`src/rtl/data_memory_if.sv`:
```
// Bus bundle for the data memory: one write port and one independent
// combinational read port.
interface data_memory_if #(
    parameter int unsigned ADDR_W = 8
);
    logic              we;
    logic [15:0]       w_data;
    logic [ADDR_W-1:0] w_addr;
    logic [ADDR_W-1:0] r_addr;
    logic [7:0]        r_data;

    // The core drives writes and the read address and receives the read byte.
    modport master (
        output we,
        output w_data,
        output w_addr,
        output r_addr,
        input  r_data
    );

    // The memory receives the write strobe, data and addresses and returns the read byte.
    modport slave (
        input  we,
        input  w_data,
        input  w_addr,
        input  r_addr,
        output r_data
    );
endinterface

```
`src/rtl/data_memory.sv`:
```
// Byte-wide data store for the matrix-multiply core: 256 x 8 registers,
// one synchronous write per clock (low byte of the 16-bit bus), independent
// combinational read, and an asynchronous clear of the whole array.
module data_memory #(
    parameter int unsigned DEPTH  = 256,
    parameter int unsigned ADDR_W = 8
) (
    input logic         clk,
    input logic         rst_n,
    data_memory_if.slave bus
);
    logic [7:0] mem [DEPTH];

    // Clear the whole array while reset is low; otherwise store the low byte on an enabled write.
    // An unknown write enable takes the else-path of the if and leaves the array untouched.
    always_ff @(posedge clk or negedge rst_n) begin
        if (!rst_n) begin
            mem <= '{default: '0};
        end else if (bus.we) begin
            mem[bus.w_addr] <= bus.w_data[7:0];
        end
    end

    // Read port: no enable, no write bypass; reflects the array state directly.
    always_comb begin
        bus.r_data = mem[bus.r_addr];
    end
endmodule

```
`src/flat_wrapper.sv`:
```
// flat-port wrapper written by rule: the top's interface ports become plain ports
module data_memory_flat 
#(
    parameter int unsigned DEPTH  = 256,
    parameter int unsigned ADDR_W = 8
)
  (clk, rst_n, bus_we, bus_w_data, bus_w_addr, bus_r_addr, bus_r_data);
  data_memory_if #(.ADDR_W(ADDR_W)) bus_i ();
  input logic clk;
  input logic rst_n;
  input wire logic [$bits(bus_i.we)-1:0] bus_we;
  input wire logic [$bits(bus_i.w_data)-1:0] bus_w_data;
  input wire logic [$bits(bus_i.w_addr)-1:0] bus_w_addr;
  input wire logic [$bits(bus_i.r_addr)-1:0] bus_r_addr;
  output wire logic [$bits(bus_i.r_data)-1:0] bus_r_data;
  assign bus_i.we = bus_we;
  assign bus_i.w_data = bus_w_data;
  assign bus_i.w_addr = bus_w_addr;
  assign bus_i.r_addr = bus_r_addr;
  assign bus_r_data = bus_i.r_data;
  data_memory #(.DEPTH(DEPTH), .ADDR_W(ADDR_W)) u_core (.clk(clk), .rst_n(rst_n), .bus(bus_i));
endmodule
```
`config.mk`:
```
export PLATFORM = sky130hd
export DESIGN_NAME = data_memory_flat
export DESIGN_NICKNAME = d
export VERILOG_FILES = /design/src/rtl/data_memory_if.sv /design/src/rtl/data_memory.sv /design/src/flat_wrapper.sv
export SDC_FILE = /design/constraint.sdc
export NUM_CORES = 2
export LEC_CHECK = 0
export ABC_AREA = 1
export BUFFER_PORTS_ARGS = -buffer_cell sky130_fd_sc_hd__buf_2
export CORE_MARGIN = 8
export CORE_UTILIZATION = 35
export CTS_CLUSTER_SIZE = 28
export DETAILED_ROUTE_END_ITERATION = 6
export GPL_TIMING_DRIVEN = 1
export PLACE_DENSITY = 0.58
export SKIP_CTS_REPAIR_TIMING = 1
export SLEW_MARGIN = 20
export SYNTH_ARGS = -nofsm -noshare
export SYNTH_HDL_FRONTEND = slang
export SYNTH_SLANG_ARGS = --single-unit
```
`constraint.sdc`:
```
create_clock -name clk -period 3.5 [get_ports clk]
set_input_delay 0.175 -clock clk [delete_from_list [all_inputs] [get_ports clk]]
set_output_delay 0.175 -clock clk [all_outputs]
set_load 0.01 [all_outputs]
```
# Yosys cells after proc, flatten, opt, wreduce, memory -nomap -nowiden

Cells that the tools add are included.

Flip-flop bits (word level): 2,048
Output and inout bits: 8
Word-level logic and storage cells: 268

$lt $le $gt $ge: 3
Bitwise operators: 2
Reductions and logical operators: 1
Multiplexer cells: 6

Operator list:

| operator             | count |
|---|---|
| $bwmux W2048         | 1 |
| $bmux W8 S8          | 1 |
| $demux W8 S8         | 1 |
| $mux W8              | 3 |
| $ge A9 B9 Y1 const B | 2 |
| $not A8 Y9           | 2 |
| $lt A9 B1 Y1 const B | 1 |
| $logic_and A1 B1 Y1  | 1 |

# Depth between registers and ports, before layout

Word-level depth: 6
Mapped depth: 14
Gate-level depth less buffers: 11

# Least setup slack after synthesis

No wires, ideal clock.

Kind: input -> output
Start point: in bus_r_addr[0]
End point: out bus_r_data[6]
Stages: 14
Data arrival time: 1.628 ns
Path slack: 1.697 ns
Buffers on the path: 3
Data required time: 3.325 ns
Cells stage by stage: clkinv_1 -> buf_2 -> clkbuf_1 -> clkbuf_1 -> nand2_1 -> nand3_1 -> nand3_1 -> nand3_1 -> nand3_1 -> nand3_1 -> nand3_1 -> nand2_1 -> nand2_1 -> nand2_1

Cells in the longest elaborated chain, start to end: 4

Ends and longest elaborated chain:

| element                                    | line               | text |
|---|---|---|
| start, declared                            | flat_wrapper.sv:14 | `input wire logic [$bits(bus_i.r_addr)-1:0] bus_r_addr;` |
| $not A8 Y9 (implied by the code)           | data_memory.sv:26  | `bus.r_data = mem[bus.r_addr];` |
| $bmux W8 S8                                | data_memory.sv:26  |  |
| $mux W8 (implied by the code) (2 in a row) | data_memory.sv:26  |  |
| end, declared                              | flat_wrapper.sv:15 | `output wire logic [$bits(bus_i.r_data)-1:0] bus_r_data;` |

No other way between the ends. The select of a mux whose other input is x is not followed.

# Worst setup path in the final report

Start point: reg u_core.mem[672] (netlist name)
End point: out bus_r_data[0]

Cells in the longest elaborated chain, start to end: 3

Ends and longest elaborated chain:

| element                                    | line              | text |
|---|---|---|
| start, declared                            | data_memory.sv:12 | `logic [7:0] mem [DEPTH];` |
| start signal, assigned by index            | data_memory.sv:20 | `mem[bus.w_addr] <= bus.w_data[7:0];` |
| $bmux W8 S8                                | data_memory.sv:26 |  |
| $mux W8 (implied by the code) (2 in a row) | data_memory.sv:26 |  |

No other way between the ends. The select of a mux whose other input is x is not followed.

==> metrics list <==
- Slew headroom: 0.234
* Reported leakage power: 0.0452 uW
* Yosys synthesis warning count: 0
* Clock Skew: 0 ns
- Pin placement for this block handled 43 I/O pins.
- Counting every net in the synthesized netlist gives 11,606.
- Register bit count reported by yosys: 2,048
- For the final routed database, the setup TNS stands at 0 ns.
- In this run the clock root is driven by a clkbuf_16.
- Post-placement cell count: 14,392
- Post-route antenna net violation count: 0
- The run finished with clean final reports.
- Fill cell total of the finished layout: 26,241
- Initial detailed-routing violation count: 9,357
* Initial antenna violation count: 14
- CTS saw 2,048 sinks.
- The die is 530 um wide.
- A synthesized cell averages 7.98 sq um.
- Max Clk Rate: 0.293 GHz
- Fin cells: 14,802
- Via density per instance: 5.38
- Setup violation total in the final timing report: 0
- Vias in the first global route: 74,389
- Detailed placement finished with a half-perimeter wire length of 176 mm.
* Commonest cells after routing, fill and taps aside: 4,227 x nand2_1, 2,048 x dfrtp_1, 2,013 x nand3_1
* Netlist Area Pre-Place: 92,300 sq um
- Die Outline Area: 280,000 sq um
* Worst supply voltage drop on vdd: 394 uV
* First-pass iteration count of the detailed router: 6
- Of the synthesized area, sequential elements account for 0.555.
* Data required time at the worst endpoint: 3.32 ns
- The critical path is of the register to output pin type.
- RSZ-0062 raised after global routing: no
- Entering global routing, the biggest net connects 168 pins.
- The routed layout has 79,640 vias.
- The library cell used most frequently in the layout, excluding fill and tap cells, is nand2_1.
* DRC violations left: 0
- Along the worst path, the maximum fanout reaches 2.
- CTS clk-pin slew, worst paths: 0.06 ns
- Registers with the most flip-flops: u_core.mem (2048)
* Share of layout cells above drive strength 1: 0.0555
* Share of the clock period used by the worst path after layout: 0.974
- In the synthesized netlist, the number of instances is 11,571.
- Summed over all layers, the global routing overflow is 0.
- The initialized floorplan defines 188 standard-cell rows.
* Later-pin clock latency in the skew report: 0.85 ns
* Number of buffers created by CTS: 216
- Arrival time of the worst setup path: 3.23 ns
* Startpoint types: register
- The initial utilization of the core area, before any placement, comes to 0.352.
* CTS HTree Levels: 4
- GRT Total Usage: 0.205
- Routability cong.: 0.886
* Wirelength, routed: 296 mm
- The finished cells cover 103,000 sq um.
- The net count of the finished layout is 11,140.
- Dividing the detail-routed wire length by the instance count gives 20.0 um.
* Number of max-capacitance violations reported: 0
- The floorplan step defined a core boundary enclosing 262,000 sq um.
- The number of different library cells used by synthesis comes to 16.
* Wire length of the first global-routing pass: 456 mm
- In this run the worst hold path is classified as input port to register.
- Dividing total power by cell area gives a power density of 518 nW/um^2.
- The final-report hold violation count was 0.
- Die boundary height: 530 um
* Max Transition Viols Final: 0
- TritonCTS clock tree: done
* Total placed instance area: 96,100 sq um
- Synthesis-to-finish area growth: 12.0%
* Transition time at the pin with the least slew margin: 1.15 ns
* Number of flip-flops under the largest register name: 2,048
* I/O Buffers: 34
* Final min period: 3.41 ns
* Longest Clk Path Bufs: 3
- STA classifies the critical path endpoint as an output pin.
- Largest register by flop count: u_core.mem
==> synth_stat cells <==
library cell / count / area share
buf_1: 61 / 0.0025
o21ai_1: 117 / 0.0063
buf_4: 1 / 0.000081
buf_2: 107 / 0.0058
clkinv_1: 4 / 0.00016
inv_2: 8 / 0.00033
nor2_1: 205 / 0.0083
clkbuf_1: 789 / 0.032
dfrtp_1: 2048 / 0.56
a21oi_1: 152 / 0.0082
nor3_1: 1 / 0.000054
inv_1: 36 / 0.0015
nor3_2: 17 / 0.0018
o21ai_0: 1785 / 0.097
nand3_1: 2013 / 0.11
nand2_1: 4227 / 0.17
==> worst max-delay path, stage by stage, from the launching register on <==
cell and delay [ns]:
dfrtp_1 0.34, nand2_1 0.06, nand3_1 0.11, nand3_1 0.12, nand3_1 0.14, nand3_1 0.17, nand3_1 0.33, nand3_1 0.30
nand2_1 0.34, nand2_1 0.10, nand2_1 0.20, buf_2 0.18
==> logic make-up (layout without fill, tap and decap cells) <==
group	after synthesis	count (layout)	synth area share
simple gates	6463	6463	0.291
buf+inv	1006	712	0.0424
flops	2048	2048	0.555
other cells	0	10	0
compound gates	2054	2054	0.111
==> layout make-up <==
class / instances / area [sq um] / area share
Antenna cell: 10 / 25.0 / 0.000242
Clock buffer: 340 / 6470 / 0.0626
Clock inverter: 50 / 679 / 0.00657
Inverter: 48 / 265 / 0.00257
Multi-Input combinational cell: 8517 / 37200 / 0.360
Sequential cell: 2048 / 51200 / 0.496
Tap cell: 3515 / 4400 / 0.0425
Timing Repair Buffer: 274 / 3040 / 0.0294
==> where the power goes <==
group          internal, uW  leakage [uW]  switching, uW  total [uW]
clock                 13500       0.00351           9680       23100
sequential            24900        0.0282            635       25500
combinational          1420        0.0135           3530        4950
==> through the flow <==
stage / util / hold slack, ns / power [uW] / setup slack [ns]
detailed placement: 0.366 / 0.0720 / 30800 / 0.337
global placement: 0.366 / 0.0668 / 30700 / 0.309
finish: 0.394 / 0.0838 / 53600 / 0.0903
CTS: 0.394 / -0.839 / 54000 / 0.107
floorplan: - / -0.121 / 28600 / 1.70
global route: 0.394 / 0.103 / 55700 / 0.0745
==> per-layer routing <==
layer	vias to the layer above	share of wire	track usage
li1	37288	-	-
met1	38754	0.44	0.290
met2	3061	0.45	0.319
met3	529	0.075	0.0350
met4	8	0.036	0.0731
met5	-	0.00019	0
==> final timing paths <==
| path | startpoint | endpoint | slack [ns] | depth (start not counted) |
|---|---|---|---|---|
| hold reg to reg | u_core.mem[17] | u_core.mem[17] | 0.48 | 2 |
| setup / recovery | u_core.mem[672] | bus_r_data[0] | 0.09 | 11 |
| min in group asynchronous | rst_n | u_core.mem[782] | 0.10 | 3 |
| setup reg to reg | u_core.mem[1008] | u_core.mem[1008] | 2.76 | 2 |
| max in group asynchronous | rst_n | u_core.mem[1232] | 2.04 | 3 |
| hold / removal | bus_w_addr[7] | u_core.mem[1395] | 0.08 | 6 |
No activity file was read; power rests on OpenSTA's default activity.
